**config.mk**
```make
export PLATFORM = sky130hd
export DESIGN_NAME = axis_packet_rr_arbiter
export DESIGN_NICKNAME = d
export VERILOG_FILES = /design/src/rtl/arb_pkg.sv /design/src/rtl/rr_priority_select.sv /design/src/rtl/axis_packet_rr_arbiter.sv
export SDC_FILE = /design/constraint.sdc
export NUM_CORES = 1
export LEC_CHECK = 0
export CAP_MARGIN = 20
export CELL_PAD_IN_SITES_DETAIL_PLACEMENT = 0
export CELL_PAD_IN_SITES_GLOBAL_PLACEMENT = 1
export CORE_ASPECT_RATIO = 1.2
export CORE_MARGIN = 1.5
export CORE_UTILIZATION = 23
export DETAILED_ROUTE_END_ITERATION = 10
export PLACE_DENSITY_LB_ADDON = 0.1
export SYNTH_ARGS = -nofsm -noshare
export SYNTH_HDL_FRONTEND = slang
export SYNTH_SLANG_ARGS = --single-unit
```
**constraint.sdc**
```tcl
create_clock -name clk_i -period 3.7 [get_ports clk_i]
set_clock_uncertainty 0.05 [all_clocks]
set_input_delay 0.74 -clock clk_i [delete_from_list [all_inputs] [get_ports clk_i]]
set_output_delay 0.74 -clock clk_i [all_outputs]
set_load 0.01 [all_outputs]
```
**src/rtl/arb_pkg.sv**
```systemverilog
// arb_pkg: AXI-Stream beat types, arbiter state encoding and a reference round-robin helper.
`default_nettype none

package arb_pkg;

  localparam int DATA_WIDTH = 32;
  localparam int ID_WIDTH   = 3;
  localparam int DEST_WIDTH = 0;
  localparam int USER_WIDTH = 0;
  localparam int MAX_INPUTS = 16;

  // A field of width 0 is absent; it keeps one bit so the struct stays legal, and sources hold it at 0.
  localparam int ID_BITS   = (ID_WIDTH   > 0) ? ID_WIDTH   : 1;
  localparam int DEST_BITS = (DEST_WIDTH > 0) ? DEST_WIDTH : 1;
  localparam int USER_BITS = (USER_WIDTH > 0) ? USER_WIDTH : 1;

  typedef struct packed {
    logic                  tvalid;
    logic [DATA_WIDTH-1:0] tdata;
    logic                  tlast;
    logic [ID_BITS-1:0]    tid;
    logic [DEST_BITS-1:0]  tdest;
    logic [USER_BITS-1:0]  tuser;
  } axis_mosi_t;

  typedef struct packed {
    logic tready;
  } axis_miso_t;

  typedef enum logic {
    IDLE   = 1'b0,
    LOCKED = 1'b1
  } arb_state_e;

  // One-hot grant of the first requester after ptr, wrapping modulo n.
  function automatic logic [MAX_INPUTS-1:0] rr_next(input int unsigned ptr,
                                                    input logic [MAX_INPUTS-1:0] req,
                                                    input int unsigned n);
    logic [MAX_INPUTS-1:0] gnt;
    int unsigned           idx;
    gnt = '0;
    for (int unsigned k = 1; k <= MAX_INPUTS; k++) begin
      if (k <= n) begin
        idx = (ptr + k) % n;
        if (req[idx] && (gnt == '0)) gnt[idx] = 1'b1;
      end
    end
    return gnt;
  endfunction

endpackage

`default_nettype wire

```
**src/rtl/rr_priority_select.sv**
```systemverilog
// rr_priority_select: combinational round-robin pick; rotate req past ptr, take lowest set bit, rotate back.
`default_nettype none

module rr_priority_select #(
  parameter int N  = 5,
  parameter int PW = (N > 1) ? $clog2(N) : 1
) (
  input  logic [N-1:0]  req,
  input  logic [PW-1:0] ptr,
  output logic [N-1:0]  gnt
);

  logic [2*N-1:0] req_dbl;
  logic [2*N-1:0] gnt_dbl;
  logic [N-1:0]   rot_req;
  logic [N-1:0]   rot_gnt;
  int unsigned    start;

  always_comb begin
    start   = 32'(ptr) + 32'd1;
    req_dbl = {req, req};
    rot_req = req_dbl[start +: N];
    rot_gnt = rot_req & (~rot_req + N'(1));
    gnt_dbl = {{N{1'b0}}, rot_gnt} << start;
    gnt     = gnt_dbl[N-1:0] | gnt_dbl[2*N-1:N];
  end

endmodule

`default_nettype wire

```
**src/rtl/axis_packet_rr_arbiter.sv**
```systemverilog
// axis_packet_rr_arbiter: packet-atomic round-robin mux of N_INPUTS AXI-Stream inputs onto one output.
// Define ARB_PMU_EN to add per-input completed-packet counters (pkt_cnt_o, CNT_WIDTH bits, wrapping).
`default_nettype none

module axis_packet_rr_arbiter
  import arb_pkg::*;
#(
  parameter int N_INPUTS = 5
`ifdef ARB_PMU_EN
  , parameter int CNT_WIDTH = 32
`endif
) (
  input  logic                         clk_i,
  input  logic                         rst_n_i,
  input  axis_mosi_t [N_INPUTS-1:0]    in_mosi_i,
  output axis_miso_t [N_INPUTS-1:0]    in_miso_o,
  output axis_mosi_t                   out_mosi_o,
  input  axis_miso_t                   out_miso_i,
  output logic [N_INPUTS-1:0]          grant_o,
  output logic                         busy_o
`ifdef ARB_PMU_EN
  , output logic [N_INPUTS-1:0][CNT_WIDTH-1:0] pkt_cnt_o
`endif
);

  localparam int PW = (N_INPUTS > 1) ? $clog2(N_INPUTS) : 1;

  arb_state_e          state, state_nxt;
  logic [N_INPUTS-1:0] grant_nxt;
  logic [N_INPUTS-1:0] req;
  logic [N_INPUTS-1:0] sel;
  logic [PW-1:0]       ptr, ptr_nxt;
  logic [PW-1:0]       gidx;
  logic                last_hs;

  always_comb begin
    for (int i = 0; i < N_INPUTS; i++) req[i] = in_mosi_i[i].tvalid;
  end

  rr_priority_select #(.N(N_INPUTS), .PW(PW)) u_sel (
    .req (req),
    .ptr (ptr),
    .gnt (sel)
  );

  always_comb begin
    gidx = '0;
    for (int i = 0; i < N_INPUTS; i++) begin
      if (grant_o[i]) gidx = PW'(i);
    end
  end

  always_ff @(posedge clk_i) begin
    if (!rst_n_i) begin
      state   <= IDLE;
      grant_o <= '0;
      ptr     <= PW'(N_INPUTS - 1);
    end else begin
      state   <= state_nxt;
      grant_o <= grant_nxt;
      ptr     <= ptr_nxt;
    end
  end

  always_comb begin
    state_nxt  = state;
    grant_nxt  = grant_o;
    ptr_nxt    = ptr;
    out_mosi_o = '0;
    in_miso_o  = '0;
    last_hs    = 1'b0;
    case (state)
      IDLE: begin
        if (|req) begin
          grant_nxt = sel;
          state_nxt = LOCKED;
        end
      end
      LOCKED: begin
        // Grant is held until the TLAST handshake; a withdrawn TVALID just shows as a bubble.
        out_mosi_o              = in_mosi_i[gidx];
        in_miso_o[gidx].tready  = out_miso_i.tready;
        last_hs = in_mosi_i[gidx].tvalid && in_mosi_i[gidx].tlast && out_miso_i.tready;
        if (last_hs) begin
          state_nxt = IDLE;
          grant_nxt = '0;
          ptr_nxt   = gidx;
        end
      end
      default: state_nxt = IDLE;
    endcase
  end

  assign busy_o = (state == LOCKED);

`ifdef ARB_PMU_EN
  always_ff @(posedge clk_i) begin
    if (!rst_n_i) begin
      pkt_cnt_o <= '0;
    end else if (last_hs) begin
      pkt_cnt_o[gidx] <= pkt_cnt_o[gidx] + CNT_WIDTH'(1);
    end
  end
`else
  // Counters are not built in this configuration.
`endif

endmodule

`default_nettype wire

```
==> impl_metrics.env <==
export IMPL_status="finished clean"
export IMPL_ys_seq_elements=9
export IMPL_async_flop_share=0
export IMPL_insertion_delay_ns=0.23
export IMPL_track_usage=0.217
export IMPL_rr_worst_depth=8
export IMPL_synthesis_area_um2=3020
export IMPL_avgViaCountPerCell=5.17
export IMPL_fin_setup_tns_ns=0
export IMPL_die_area_um2=13800
export IMPL_finalHoldViolations=0
export IMPL_cts_setup_buffers=0
export IMPL_synth_xor_area_frac=0.00580
export IMPL_die_w_um=108
export IMPL_fmax_mhz=287
export IMPL_yosys_area_share_adder=0.00414
export IMPL_port_buffers=247
export IMPL_wl_per_cell_um=18.8
export IMPL_htree_levels=1
export IMPL_worstSetupStartpointType="flop"
export IMPL_core_um2=12700
export IMPL_maxSlewViolCount=0
export IMPL_globalplace_congestion=0.845
export IMPL_rsz0062_at_grt="no"
export IMPL_pin_count=248
export IMPL_period_share=0.940
export IMPL_cts_buffers=3
export IMPL_crit_required_ns=2.91
export IMPL_cts_root_buf="clkbuf_16"
export IMPL_num_rows=45
export IMPL_final_core_util=0.454
export IMPL_drive_gt1_frac=0.0542
export IMPL_cts_tree="built"
export IMPL_synth_cell_types=61
export IMPL_ir_drop_mv=0.140
export IMPL_critical_path_class="flop to output pin"
export IMPL_syn_nets=663
export IMPL_grt_overflow=0
export IMPL_crit_chain="nor2b_1 > o21ai_4 > buf_4 > a211oi_1 > a311oi_1 > a21oi_1 > nor2b_1 > clkdlybuf4s50_1"
export IMPL_min_path_cells=1
export IMPL_ctsHoldBuffers=0
export IMPL_vias=4380
export IMPL_path_common_cell="nor2b_1"
export IMPL_cts_buffer_depth=2
export IMPL_cts_sinks=9
export IMPL_area_growth_pct=91.1
export IMPL_power_density_nw_per_um2=224
export IMPL_hp_class="flop to flop"
export IMPL_slowest_stage="clkdlybuf4s50_1"
export IMPL_synth_top_family_by_area="simple AND/OR/NAND/NOR gates"
export IMPL_slowest_delay_ns=0.57
export IMPL_grt_max_degree=85
export IMPL_ant_nets=0
export IMPL_cp_max_fo=15
export IMPL_initial_core_util=0.237
export IMPL_power_leakage_nw=2.06
export IMPL_cts_resized=0
export IMPL_cap_violations=0
export IMPL_synthFlopType="dfxtp_1"
export IMPL_yosys_area_share_simple=0.381
export IMPL_yosysWarnings=0
export IMPL_synth_enable_flop_cells=0
export IMPL_dieHeight_um=129
export IMPL_setup_viol=0
export IMPL_grt_pass1_wl_um=23500
export IMPL_cts_clk_slew_worst_paths_ns=0.04
export IMPL_dp_hpwl_um=12700
export IMPL_worst_pin_slew_ns=0.891
export IMPL_crit_path_end_kind="output pin"
export IMPL_synth_area_mux_share=0.101
export IMPL_ys_seq_area_frac=0.0596
export IMPL_synth_compound_area_share=0.367
export IMPL_syn_inst=464
export IMPL_cp_arrival_ns=2.69
export IMPL_grt_pass1_vias=4310
export IMPL_postRouteWirelength_um=15900
export IMPL_fin_crit_ns=3.48
export IMPL_layout_nets=883
export IMPL_route_detailed_drc=0
export IMPL_firstDrtPassIters=4
export IMPL_drt_iter0_drc=186
export IMPL_max_slew_margin=0.406
export IMPL_synth_avg_cell_area_um2=6.51
export IMPL_antenna_found_initial=0
==> sequential cells by signal (all words and copies together), names as in the netlist <==
signal and cells:
grant_o 5, ptr 3, busy_o 1
==> cell usage in the layout, fill, tap and decap left out, drive strengths merged, types with 2 or more instances in the layout <==
cell / count
nand2: 83
inv: 4
nand3: 7
or4: 3
nor4: 4
buf: 19
dfxtp: 9
a211oi: 37
mux4: 5
a211o: 2
nor2: 13
a31oi: 4
o21ai: 14
nor3: 3
nand4: 2
a2111oi: 3
nor2b: 42
a311oi: 38
mux2i: 12
and3: 3
and2: 40
nand2b: 3
clkbuf: 4
o311a: 3
nor3b: 3
clkdlybuf4s50: 247
a21oi: 44
mux2: 4
o311ai: 2
nand3b: 5
==> synth_stat cells (all sizes together) (2+ instances only) <==
library cell,instances,area [um2]
dfxtp,9,180
mux4,5,124
and3,3,18.8
or4,3,26.3
buf,11,81.3
a211o,2,17.5
o21ai,14,70.1
nor4,4,25.0
a311oi,38,333
nor2b,42,263
nand3,7,35.0
and2,40,250
a2111oi,3,26.3
nor2,13,48.8
a211oi,37,278
nand4,2,12.5
o311a,3,30.0
inv,4,15.0
clkbuf,40,151
a31oi,4,25.0
a21oi,44,220
nor3,3,15.0
mux2,4,48.8
nand2,83,312
mux2i,12,133
nand2b,3,26.3
o311ai,2,17.5
nand3b,5,37.5
nor3b,3,22.5
==> area by class of cell <==
| class | instances | area, um2 |
|---|---|---|
| Tap cell | 164 | 205 |
| Clock buffer | 4 | 78.8 |
| Multi-Input combinational cell | 400 | 2620 |
| Timing Repair Buffer | 266 | 2670 |
| Antenna cell | 1 | 2.50 |
| Inverter | 4 | 15.0 |
| Sequential cell | 9 | 183 |
| Fill cell | 1325 | 6950 |
==> metal layers <==
metal / track usage / wire length (um)
met1: 0.229 / 6020
met2: 0.416 / 8350
met3: 0.0628 / 1160
met4: 0.0611 / 407
met5: 0 / 0
==> worst max-delay path, delay by kind of cell (launching register included) <==
kind	cells	cell delay [ns]
AOI/OAI and AO/OA	4	0.89
buffers and inverters	2	0.88
DFF	1	0.43
and+or+nand+nor	2	0.26
==> path summary, 6_finish.rpt <==
path / startpoint / end / slack (ns)
max: grant_o[2] / out_mosi_o[3] / 0.22
max reg2reg: ptr[0] / grant_o[4] / 0.75
min: grant_o[0] / grant_o[0] / 0.42
min reg2reg: grant_o[0] / grant_o[0] / 0.42
==> power breakdown <==
part	leakage (nW)	internal [mW]	switching, mW
sequential	0.0744	0.104	0.0152
clock	0.0382	0.144	0.0475
combinational	1.95	0.552	0.432
total	2.06	0.800	0.495
==> metrics by stage <==
step	std cells	cell area [um2]	total power, mW	setup slack [ns]	hold slack (ns)
floorplan	464	3020	0.597	0.836	0.458
global placement	843	5690	1.10	0.177	0.412
detailed placement	843	5690	1.11	0.151	0.412
CTS	847	5770	1.31	0.131	0.426
global route	847	5770	1.39	0.0221	0.447
finish	848	5770	1.30	0.221	0.416
==> kinds of logic after synthesis <==
| kind of cell | count (synthesis) |
|---|---|
| AOI/OAI and AO/OA | 158 |
| and+or+nand+nor | 218 |
| adders and majority gates | 1 |
| muxes | 21 |
| xor gates and xnor gates | 2 |
| DFF | 9 |
| buffers and inverters | 55 |
Note: power is estimated with default switching activity, not from simulation.
